### src/rtl/prog_loader.sv
// Program loader: streams up to 32 bytes into a program store,
// holding the CPU in reset until the image is complete.
module prog_loader (
    input  logic       clk,
    input  logic       reset,
    input  logic       start,
    input  logic       ld_valid,
    input  logic [7:0] ld_data,
    input  logic       ld_last,
    output logic       ld_ready,
    input  logic [4:0] im_abus,
    output logic [7:0] im_dbus,
    output logic       cpu_reset,
    output logic [5:0] load_count,
    output logic       busy,
    output logic       done
);

    typedef enum logic [1:0] {
        IDLE = 2'd0,
        LOAD = 2'd1,
        RUN  = 2'd2
    } state_t;

    state_t     state;
    logic [7:0] mem [32];
    logic [5:0] cnt;
    logic       accept;

    assign accept = ld_valid && (state == LOAD);

    always_ff @(posedge clk or posedge reset) begin
        if (reset) begin
            state <= IDLE;
            cnt   <= 6'd0;
            for (int i = 0; i < 32; i++) mem[i] <= 8'h00;
        end else begin
            unique case (state)
                IDLE, RUN: begin
                    if (start) begin
                        state <= LOAD;
                        cnt   <= 6'd0;
                        for (int i = 0; i < 32; i++) mem[i] <= 8'h00;
                    end
                end
                LOAD: begin
                    if (accept) begin
                        mem[cnt[4:0]] <= ld_data;
                        cnt           <= cnt + 6'd1;
                        // 32nd byte closes the load even without ld_last
                        if (ld_last || cnt == 6'd31) state <= RUN;
                    end
                end
                default: state <= IDLE;
            endcase
        end
    end

    assign ld_ready   = (state == LOAD);
    assign busy       = (state == LOAD);
    assign done       = (state == RUN);
    assign cpu_reset  = (state != RUN);
    assign load_count = cnt;
    assign im_dbus    = (state == RUN) ? mem[im_abus] : 8'h00;

endmodule

### config.mk
export PLATFORM = sky130hd
export DESIGN_NAME = prog_loader
export DESIGN_NICKNAME = d
export VERILOG_FILES = /design/src/rtl/prog_loader.sv
export SDC_FILE = /design/constraint.sdc
export NUM_CORES = 1
export LEC_CHECK = 0
export CAP_MARGIN = 20
export CORE_MARGIN = 2
export CORE_UTILIZATION = 60
export CTS_CLUSTER_DIAMETER = 120
export DETAILED_ROUTE_END_ITERATION = 8
export GPL_ROUTABILITY_DRIVEN = 1
export PLACE_DENSITY = 0.78
export SLEW_MARGIN = 20
export SYNTH_ARGS = -nofsm -noshare
export SYNTH_HDL_FRONTEND = slang
export SYNTH_SLANG_ARGS = --single-unit
### constraint.sdc
create_clock -name clk -period 11.4 [get_ports clk]
set_input_delay 1.71 -clock clk [delete_from_list [all_inputs] [get_ports clk]]
set_output_delay 1.71 -clock clk [all_outputs]
set_load 0.01 [all_outputs]
==> results of run 1 <==
==> registers in the layout, summed over array words and instances, names as in the netlist <==
register and cells:
mem 256, state 2, load_count 6
==> power by group <==
group	switching [mW]	leakage [nW]	total, mW	internal [mW]
registers	0.0420	3.68	1.03	0.986
clock network	0.364	0.436	0.909	0.545
logic	0.329	3.78	0.469	0.140
total	0.735	7.89	2.41	1.67
==> path summary, 6_finish.rpt <==
kind | from | end | cells after the start
min reg2reg | mem[244]$_DFFE_PP0P_ | mem[244]$_DFFE_PP0P_ | 2
min in group asynchronous | reset | mem[229]$_DFFE_PP0P_ | 2
max | im_abus[1] | im_dbus[0] | 7
max in group asynchronous | reset | mem[40]$_DFFE_PP0P_ | 3
max reg2reg | state[0]$_DFFE_PP0P_ | load_count[5]$_DFFE_PP0P_ | 5
min | mem[244]$_DFFE_PP0P_ | mem[244]$_DFFE_PP0P_ | 2
==> worst max-delay path: stages <==
cell and delay [ps]:
buf_4 240, buf_4 770, mux4_1 650, mux2i_1 260, a221o_1 290, a31oi_1 80
clkdlybuf4s50_1 510
==> layout make-up <==
cell class	instances	area [sq um]
fill	1610	7220
sequential	264	6610
multi-input combinational	723	6050
clock buffer	33	738
timing repair buffer	52	465
tap	280	350
clock inverter	10	155
inverter	6	30.0
antenna	1	2.50
==> cell usage after synthesis, types with 3 or more instances <==
| cell | n |
|---|---|
| o211ai_1 | 4 |
| a22oi_1 | 8 |
| and3_1 | 5 |
| buf_6 | 6 |
| mux2_2 | 5 |
| a221o_1 | 5 |
| mux4_2 | 58 |
| nand2_2 | 30 |
| clkbuf_1 | 51 |
| inv_1 | 6 |
| nor3b_2 | 4 |
| a21boi_0 | 3 |
| nand3_1 | 3 |
| nor2b_1 | 3 |
| mux2i_1 | 275 |
| ha_1 | 4 |
| a21oi_1 | 5 |
| nand2b_1 | 3 |
| buf_1 | 6 |
| buf_2 | 12 |
| mux4_1 | 6 |
| xnor2_1 | 3 |
| nor2_1 | 5 |
| buf_4 | 6 |
| a31oi_1 | 5 |
| nand2_1 | 276 |
| dfrtp_1 | 264 |
==> metal layers <==
metal	up-vias	wire length (um)	share of wire (%)	track usage [%]
met1	4345	12900	42	38.1
met5	-	0	0	0
met2	203	15200	50	47.1
li1	3743	-	-	-
met4	0	825	2.7	7.55
met3	58	1550	5.1	3.62
==> cells by family (layout without fill, tap and decap cells) <==
| logic type | count (synthesis) | in the layout |
|---|---|---|
| mux | 344 | 344 |
| simple gates | 335 | 335 |
| flops | 264 | 264 |
| buf+inv | 90 | 101 |
| compound gates | 37 | 37 |
| fa+ha+maj | 4 | 4 |
| xor+xnor | 3 | 3 |
| other cells | 0 | 1 |
==> flow_summary_export.csv, run 1 <==
group,metric,value,unit
status,run_status,"finished clean",
logic_synthesis,synth_cell_types,41,
critical_path,cp_data_arrival_time,4570,ps
global_route,grt_pass1_vias,8912,
floorplanning,start_util,60.6,%
route,num_vias,8349,
layout,nNetsFinal,1096,
place,dpl_cell_area,13500,sq um
place,pre_cts_ws,5140,ps
logic_synthesis,yosys.area.top_type_share,50.4,%
power,powerDensity,167,nW/um^2
logic_synthesis,ys_seq_elements,264,
clocking,cts_root_buf,"clkbuf_16",
floorplanning,die-area,23000,sq um
timing,final.setup.tns,0,ps
clocking,clk_latency,530,ps
power,power,2.41,mW
place,dp_hpwl,18200,um
timing,fin_skew,12.9,ps
timing,tightestPinTransition,1000,ps
timing,min_period_over_period,55.1,%
clocking,clkSinkCount,264,
logic_synthesis,synth_area_leaders,"dfrtp_1 50%, mux2i_1 21%, mux4_2 10%",
critical_path,crit_path_start_kind,"primary input",
clocking,cts_resized,0,
layout,final_cells,1369,
layout,layout_commonest_cell,"nand2_1",
place,place_inst,1325,
route,vias_per_cell,6.10,
route,wl_per_cell,22.3,um
floorplanning,rows,54,
route,drcViolationCount,0,
global_route,grt_max_degree,140,
clocking,cts_tree,"yes",
logic_synthesis,synth_enable_flop_cells,0,
timing,hold-worst-slack,521,ps
floorplanning,die_w,152,um
logic_synthesis,synthesis.nets,1099,
timing,setup_viol,0,
timing,postLayoutSetupSlackWorst,5120,ps
logic_synthesis,synth_xor_area_share,0.200,%
logic_synthesis,synth_flop_cell,"dfrtp_1",
power,leakagePower,7.89,nW
layout,final_cell_mix,"276 x nand2_1, 275 x mux2i_1, 264 x dfrtp_1",
logic_synthesis,synth-simple-area-share,10.8,%
route,wl,30500,um
place,portBuffers,35,
logic_synthesis,ys_warn_count,0,
clocking,holdBufCountCts,0,
power,vdd_drop_max,149,uV
flow_run,cap_violations,0,
clocking,numCtsBuffers,27,
clocking,clkSlewWorstSetupHoldPaths,70,ps
place,routabilityCongestion,0.822,
logic_synthesis,synthArstFlopShare,100,%
timing,grt_setup_unrepaired,"false",
critical_path,rrSetupSlack,8750,ps
logic_synthesis,synth_fa_ha_area_share,0.382,%
timing,drv_slew,0,
global_route,grt.total_usage,27.7,%
layout,drive_gt1_share,15.1,%
layout,stdcell_area,14400,sq um
logic_synthesis,synth_top_cell_by_area,"dfrtp_1",
layout,syn2layout_area_growth,9.90,%
clocking,cts_setup_buffers,0,
critical_path,critical_path_class,"in2out",
clocking,htree_levels,1,
critical_path,endpoint_kind,"output pin",
timing,finalHoldViolCount,0,
logic_synthesis,synth.avg_cell_area,12.2,sq um
global_route,grt-ovfl-total,0,
route,first_iter_violations,700,
floorplanning,io_pins,36,
timing,min_period,6280,ps
route,ant_nets,0,
logic_synthesis,synth.area.mux_share,32.6,%
logic_synthesis,yosysSeqAreaShare,50.4,%
logic_synthesis,synth_top_family_by_area,"multiplexers",
timing,fmax,0.159,GHz
clocking,clk_path_buf_depth,3,
critical_path,crit_required,9690,ps
layout,fin_util,66.6,%
timing,max_slew_margin,33.3,%
logic_synthesis,synth_area,13100,sq um
global_route,grt_pass1_wl,48800,um
route,first_pass_iters,5,
logic_synthesis,synth-compound-area-share,2.05,%
floorplanning,die_h,152,um
critical_path,cp_max_fo,53,
hold_path,hp-class,"reg2reg",
logic_synthesis,syn-instance-count,1077,
floorplanning,core,21600,sq um
global_route,antenna_found_initial,1,
Note: power is estimated with default switching activity, not from simulation.
==> run 2: changes to the inputs <==
==> constraint.sdc (replaced) <==
create_clock -name clk -period 6.5 [get_ports clk]
set_input_delay 0.975 -clock clk [delete_from_list [all_inputs] [get_ports clk]]
set_output_delay 0.975 -clock clk [all_outputs]
set_load 0.01 [all_outputs]
==> flow_summary_export.csv, run 2 (same netlist as run 1, synthesis figures left out) <==
group,metric,value,unit
clocking,cts_setup_buffers,0,
global_route,grt_max_degree,163,
power,seqPwrFrac,40.8,%
layout,syn2layout_area_growth,11.2,%
critical_path,reg2reg_depth,5,
global_route,grt_pass1_wl,48900,um
power,p_int,3.10,mW
timing,fmax,0.220,GHz
timing,min_period_over_period,69.9,%
power,leakagePower,7.97,nW
route,first_pass_iters,4,
flow_run,cap_violations,0,
route,vias_per_cell,6.12,
clocking,holdBufCountCts,0,
critical_path,cp-startpoint,"im_abus[1]",
timing,max_slew_margin,30.3,%
critical_path,endpoint_kind,"output pin",
floorplanning,io_pins,36,
critical_path,crit_required,5520,ps
critical_path,crit_path_start_kind,"primary input",
global_route,grt-ovfl-total,0,
layout,drive_gt1_share,15.7,%
floorplanning,die_w,152,um
clocking,numCtsBuffers,28,
clocking,clk_latency,540,ps
timing,finalHoldViolCount,0,
layout,largest_reg_flops,256,
hold_path,hp-class,"reg2reg",
status,run_status,"finished clean",
route,drcViolationCount,0,
floorplanning,rows,54,
clocking,cts_resized,0,
critical_path,r2r_start,"state[0]$_DFFE_PP0P_",
timing,grt_setup_unrepaired,"false",
route,wl_per_cell,22.2,um
route,wl,30600,um
layout,final_cells,1379,
global_route,antenna_found_initial,0,
timing,final.setup.tns,0,ps
layout,antenna_cells,0,
clocking,cts_tree,"yes",
floorplanning,start_util,60.6,%
power,p_clk_share,40.4,%
power,power,4.40,mW
route,num_vias,8441,
layout,fin_util,67.4,%
hold_path,whs_path_depth,2,
global_route,grt.total_usage,28.0,%
power,combPwrFrac,18.8,%
power,powerDensity,302,nW/um^2
global_route,grt_pass1_vias,8805,
timing,tightestPinTransition,1050,ps
timing,min_period,4540,ps
clocking,clkSinkCount,264,
timing,drv_slew,0,
layout,largest_register,"mem",
place,portBuffers,35,
route,ant_nets,0,
place,routabilityCongestion,0.829,
layout,final_cell_mix,"276 x nand2_1, 275 x mux2i_1, 264 x dfrtp_1",
place,place_inst,1327,
timing,setup_viol,0,
place,pre_cts_ws,1910,ps
floorplanning,die-area,23000,sq um
critical_path,cp_data_arrival_time,3570,ps
place,dp_hpwl,18300,um
layout,nNetsFinal,1099,
layout,layout_commonest_cell,"nand2_1",
floorplanning,core,21600,sq um
clocking,cts_root_buf,"clkbuf_16",
critical_path,cp_max_fo,52,
power,switching_share,29.7,%
clocking,clk_path_buf_depth,3,
power,vdd_drop_max,298,uV
floorplanning,die_h,152,um
route,first_iter_violations,736,
hold_path,hold_start,"mem[196]$_DFFE_PP0P_",
clocking,htree_levels,1,
timing,fin_skew,16.4,ps
clocking,clkSlewWorstSetupHoldPaths,60,ps
power,p_switching,1.31,mW
timing,postLayoutSetupSlackWorst,1960,ps
critical_path,critical_path_class,"in2out",
==> run 2: changes by cell type in the layout (fill, tap and decap cells not counted), sizes merged <==
cell	delta
buf	+2
clkbuf	+7
diode	-1
inv	-1
bufinv	+2
clkinv	+1
==> run 2: power by group through the flow <==
stage | clock network [mW] | registers [mW] | logic (mW)
finish | 1.78 | 1.79 | 0.826
CTS | 1.80 | 1.79 | 0.826
global route | 1.87 | 1.80 | 0.890
global placement | 0 | 1.82 | 0.815
detailed placement | 0 | 1.82 | 0.826
floorplan | 0 | 1.80 | 0.592
==> run 2: layout make-up <==
| class | instances | area [sq um] |
|---|---|---|
| fillers | 1601 | 7050 |
| flip-flops and latches | 264 | 6610 |
| multi-input cells | 723 | 6050 |
| clock buffers | 40 | 827 |
| repair buffers | 54 | 495 |
| well taps | 280 | 350 |
| clock inverters | 12 | 213 |
| inverters | 6 | 26.3 |
==> run 2: critical path, stage by stage <==
cell,delay [ps]
buf_4,720
buf_4,350
mux4_2,510
mux2_2,290
nand2_1,70
a31oi_1,100
clkdlybuf4s50_1,510
==> run 2: layer usage <==
layer / wire length, um / up-vias / GRT usage [%]
li1: - / 3770 / -
met1: 13400 / 4385 / 39.6
met2: 14500 / 221 / 44.6
met3: 1600 / 65 / 4.73
met4: 1060 / 0 / 9.35
met5: 0 / - / 0
==> run 2: stage by stage <==
stage	cell area, sq um	hold WS (ps)
final	14600	520
after global routing	14600	545
after CTS	14600	527
after detailed placement	13500	517
after global placement	13500	508
after floorplan	13100	498
==> run 2: path summary, 6_finish.rpt <==
kind | to | slack, ps
max | im_dbus[3] | 1960
min | mem[196]$_DFFE_PP0P_ | 520
max in group asynchronous | mem[214]$_DFFE_PP0P_ | 4170
max reg2reg | load_count[5]$_DFFE_PP0P_ | 4000
min reg2reg | mem[196]$_DFFE_PP0P_ | 520
min in group asynchronous | mem[59]$_DFFE_PP0P_ | 1000
==> run 3: changes to the inputs <==
==> constraint.sdc (replaced) <==
create_clock -name clk -period 4.75 [get_ports clk]
set_input_delay 0.7125 -clock clk [delete_from_list [all_inputs] [get_ports clk]]
set_output_delay 0.7125 -clock clk [all_outputs]
set_load 0.01 [all_outputs]
==> flow_summary_export.csv, run 3 (same netlist as run 1, synthesis figures left out) <==
group,metric,value,unit
route,wl_per_cell,22.3,um
floorplanning,start_util,60.6,%
status,run_status,"finished clean",
timing,fin_skew,13.5,ps
timing,min_period_over_period,79.5,%
power,p_int,4.21,mW
floorplanning,rows,54,
timing,finalHoldViolCount,0,
place,dpl_cell_area,13600,sq um
timing,setup_viol,0,
place,portBuffers,35,
route,drcViolationCount,0,
clocking,clk_latency,540,ps
clocking,numCtsBuffers,28,
power,seqPwrFrac,41.0,%
route,ant_nets,0,
timing,fmax,0.265,GHz
power,p_clk_share,39.9,%
clocking,holdBufCountCts,0,
flow_run,cap_violations,0,
critical_path,cp_max_fo,14,
route,vias_per_cell,6.10,
layout,syn2layout_area_growth,11.6,%
route,first_iter_violations,723,
clocking,htree_levels,1,
global_route,grt-ovfl-total,0,
clocking,cts_setup_buffers,0,
clocking,cts_tree,"yes",
place,routabilityCongestion,0.879,
critical_path,crit_required,4040,ps
floorplanning,die_w,152,um
power,p_switching,1.79,mW
global_route,grt_max_degree,259,
global_route,antenna_found_initial,1,
global_route,grt_pass1_wl,49600,um
route,first_pass_iters,5,
timing,max_slew_margin,24.2,%
layout,layout_commonest_cell,"nand2_1",
floorplanning,io_pins,36,
layout,drive_gt1_share,15.9,%
timing,tightestPinTransition,1140,ps
power,combPwrFrac,19.1,%
route,wl,30900,um
power,switching_share,29.9,%
critical_path,reg2reg_depth,4,
layout,fill_cells,1579,
layout,nNetsFinal,1104,
power,leakagePower,8.01,nW
power,powerDensity,410,nW/um^2
critical_path,cp_data_arrival_time,3070,ps
timing,grt_setup_unrepaired,"false",
clocking,cts_resized,0,
power,power,6.00,mW
layout,largest_reg_flops,256,
critical_path,rrSetupSlack,2760,ps
layout,final_cell_mix,"276 x nand2_1, 275 x mux2i_1, 264 x dfrtp_1",
clocking,cts_root_buf,"clkbuf_16",
place,dp_hpwl,19200,um
layout,largest_register,"mem",
critical_path,endpoint_kind,"output pin",
floorplanning,die_h,152,um
clocking,clkSinkCount,264,
critical_path,crit_path_start_kind,"primary input",
route,num_vias,8442,
hold_path,hp-class,"in2async",
timing,final.setup.tns,0,ps
layout,stdcell_area,14600,sq um
clocking,clk_path_buf_depth,3,
timing,min_period,3780,ps
clocking,clkSlewWorstSetupHoldPaths,60,ps
critical_path,critical_path_class,"in2out",
global_route,grt_pass1_vias,9032,
power,vdd_drop_max,414,uV
floorplanning,core,21600,sq um
timing,drv_slew,0,
floorplanning,die-area,23000,sq um
global_route,grt.total_usage,28.4,%
## run 3: final cells by class
type | instances | area (sq um) | share of cell area [%]
Antenna cell | 1 | 2.50 | 0.0171
Clock buffer | 40 | 837 | 5.72
Clock inverter | 12 | 188 | 1.28
Inverter | 6 | 26.3 | 0.180
Multi-Input combinational cell | 723 | 6050 | 41.3
Sequential cell | 264 | 6610 | 45.2
Tap cell | 280 | 350 | 2.40
Timing Repair Buffer | 59 | 568 | 3.88
## run 3: path summary, 6_finish.rpt
path,to,from
max,im_dbus[4],im_abus[3]
min,mem[52]$_DFFE_PP0P_,reset
max reg2reg,mem[193]$_DFFE_PP0P_,state[0]$_DFFE_PP0P_
min reg2reg,mem[164]$_DFFE_PP0P_,mem[164]$_DFFE_PP0P_
max in group asynchronous,mem[253]$_DFFE_PP0P_,reset
min in group clk,mem[164]$_DFFE_PP0P_,mem[164]$_DFFE_PP0P_
## run 3: stage by stage
stage | utilization (%) | std cells | worst slack (ps) | hold WS [ps]
after floorplan | - | 1077 | 554 | 498
after global placement | 62.9 | 1332 | 1020 | 508
after detailed placement | 62.9 | 1332 | 971 | 517
after CTS | 67.6 | 1384 | 965 | 411
after global routing | 67.6 | 1385 | 897 | 425
final | 67.6 | 1385 | 972 | 422
## run 3: power groups by stage
| stage | Combinational (mW) | Clock (mW) | Sequential (mW) |
|---|---|---|---|
| 6_report | 1.15 | 2.39 | 2.46 |
| 5_1_grt | 1.22 | 2.52 | 2.47 |
| 3_3_place_gp | 1.13 | 0 | 2.49 |
| 4_1_cts | 1.14 | 2.42 | 2.46 |
| 2_1_floorplan | 0.810 | 0 | 2.46 |
| 3_5_place_dp | 1.14 | 0 | 2.50 |
## run 3: layer usage
layer	wire length [um]	vias up	part of all wire, %	GRT usage, %
met5	0	-	0	0
met4	900	0	2.9	8.19
met3	1500	61	4.9	4.10
met2	15500	207	50	48.2
met1	13100	4403	42	38.6
li1	-	3771	-	-
## run 3: critical path, cell delays in order
cell	delay (ps)
clkdlybuf4s50_1	800
nor2b_1	580
a221o_1	380
a31oi_1	80
clkdlybuf4s50_1	510
==> patch, RTL diff (settings of run 1) <==
Reset style: synchronous (`reset`), changed in one clocked block.
--- a/src/rtl/prog_loader.sv
+++ b/src/rtl/prog_loader.sv
@@ -31,3 +31,3 @@
 
-    always_ff @(posedge clk or posedge reset) begin
+    always_ff @(posedge clk) begin
         if (reset) begin
Formal check against the unedited RTL: differs if reset is asserted again (counterexample within 4 cycles, from zero or initial values and one cycle with reset high); with reset held inactive, the same outputs for 4 cycles.
==> patch against run 1 <==
  * Sequential cell count did not move
  * Final area fell by 4.6%
  * Register-to-register slack barely moved
  * Wire length fell by 5.8%
  * Via count fell by 13%
  * Maximum frequency rose by 3.2%
  * First-iteration DRC count rose by 48%
  * Sequential share of layout area rose by 11 points
  * Count of clock-buffer cells in the layout rose by 4
  * Area after synthesis fell by 4.5%
  * Setup slack improved by 190 ps
  * Largest cell class unchanged
Power is not compared: it rests on default switching activity, and its combinational part moved more than twofold at a synthesized area within 25%.
==> patch: results <==
setup_path:
  cp.arrival_ps: 4380
  cp_slowest_stage_delay_ps: 750
  worstSetupStartpoint: "im_abus[1]"
  cp_max_fo: 58
  r2r_cells: 3
  r2r-start: "load_count[3]"
drt:
  met2_length_um: 14500
  final_antenna_net_count: 0
  first_iter_violations: 1036
  vias: 7289
  wl_met3_um: 2210
  wl_um: 28700
  wl_met1_um: 11300
final_layout:
  nFillCells: 1336
  clockBufferCount: 37
  clock_area_share_pct: 6.14
  fin_util_pct: 67.5
  diodes: 0
  drive_gt1_share_pct: 11.2
  non_clock_buffer_area_share_pct: 3.16
  fin_nets: 879
  comb.multi_input.count: 509
  nNonClkInverters: 5
  num-nonclk-buffers: 51
  seq_share_pct: 57.1
hold_path:
  hp-start: "load_count[1]"
synth:
  yosysWarnings: 0
  ys_types: 46
  synth_compound_area_share_pct: 4.20
  synthMuxAreaShare_pct: 13.5
  synthArstFlopShare_pct: 0
  yosysSeqAreaShare_pct: 62.7
  synth_edf_count: 256
  syn_inst: 838
  synth_area_leaders: "edfxtp_1 (61%), and2_1 (13%), mux4_1 (6.1%), mux4_2 (4.9%), mux2i_1 (2.6%)"
  synthTopCellsByCount: "and2_1 (257), edfxtp_1 (256), nor2_1 (44), o21ai_0 (39), clkbuf_1 (36)"
  synth.net_count: 860
  yosys.area_share.adder_pct: 0.400
  synthFlopType: "edfxtp_1"
sta:
  maxSlewHeadroom_pct: 29.2
  clock-skew-final_ps: 6.69
global_route:
  grt_pass1_vias: 7197
  gr-usage-met3_pct: 3.99
  grt_use_total_pct: 26.8
  grt_max_degree: 65
  grt_pass1_wl_um: 43800
  grtUsageMet2_pct: 45.1
  antenna_found_initial: 0
  gr-usage-met1_pct: 37.9
run_status:
  status: "complete, no violations"
placed_design:
  preCtsSetupSlack_ps: 4900
  place.gp.congestion: 0.961
  placed_area_mm2: 0.0129
  dp_hpwl_um: 18500
cts:
  numCtsBuffers: 26
-- patch: cell count changes in the layout (fill, tap and decap cells not counted), sizes merged, moves of 37 or more --
cell           run 1  this run
nand2            306        10
and2               1       257
o21ai              2        39
mux2i            275        32
dfrtp            264         0
nor2               5        44
edfxtp             0       256
-- patch: power by group --
group          switching [µW]  leakage (µW)  internal [µW]  total, µW
Clock                     353      0.000421            487        841
Sequential               17.0       0.00286           1120       1130
Combinational            90.6       0.00194           53.8        144
-- patch: cell families (layout without fill, tap and decap cells) --
family | Yosys count | in the layout
flops | 264 | 264
fa+ha+maj | 4 | 4
xor+xnor | 3 | 3
mux | 88 | 88
buf+inv | 65 | 104
compound gates | 81 | 81
simple gates | 333 | 333
-- patch: worst max-delay path: cells and delay by family --
kind	cells	cell delay, ps
mux	2	660
compound gates	2	590
buf+inv	3	1420
-- patch: worst paths after layout --
kind	to	slack, ps
max	im_dbus[6]	5310
min	load_count[1]	570
max reg2reg	mem[10][5]	8760
min reg2reg	load_count[1]	570
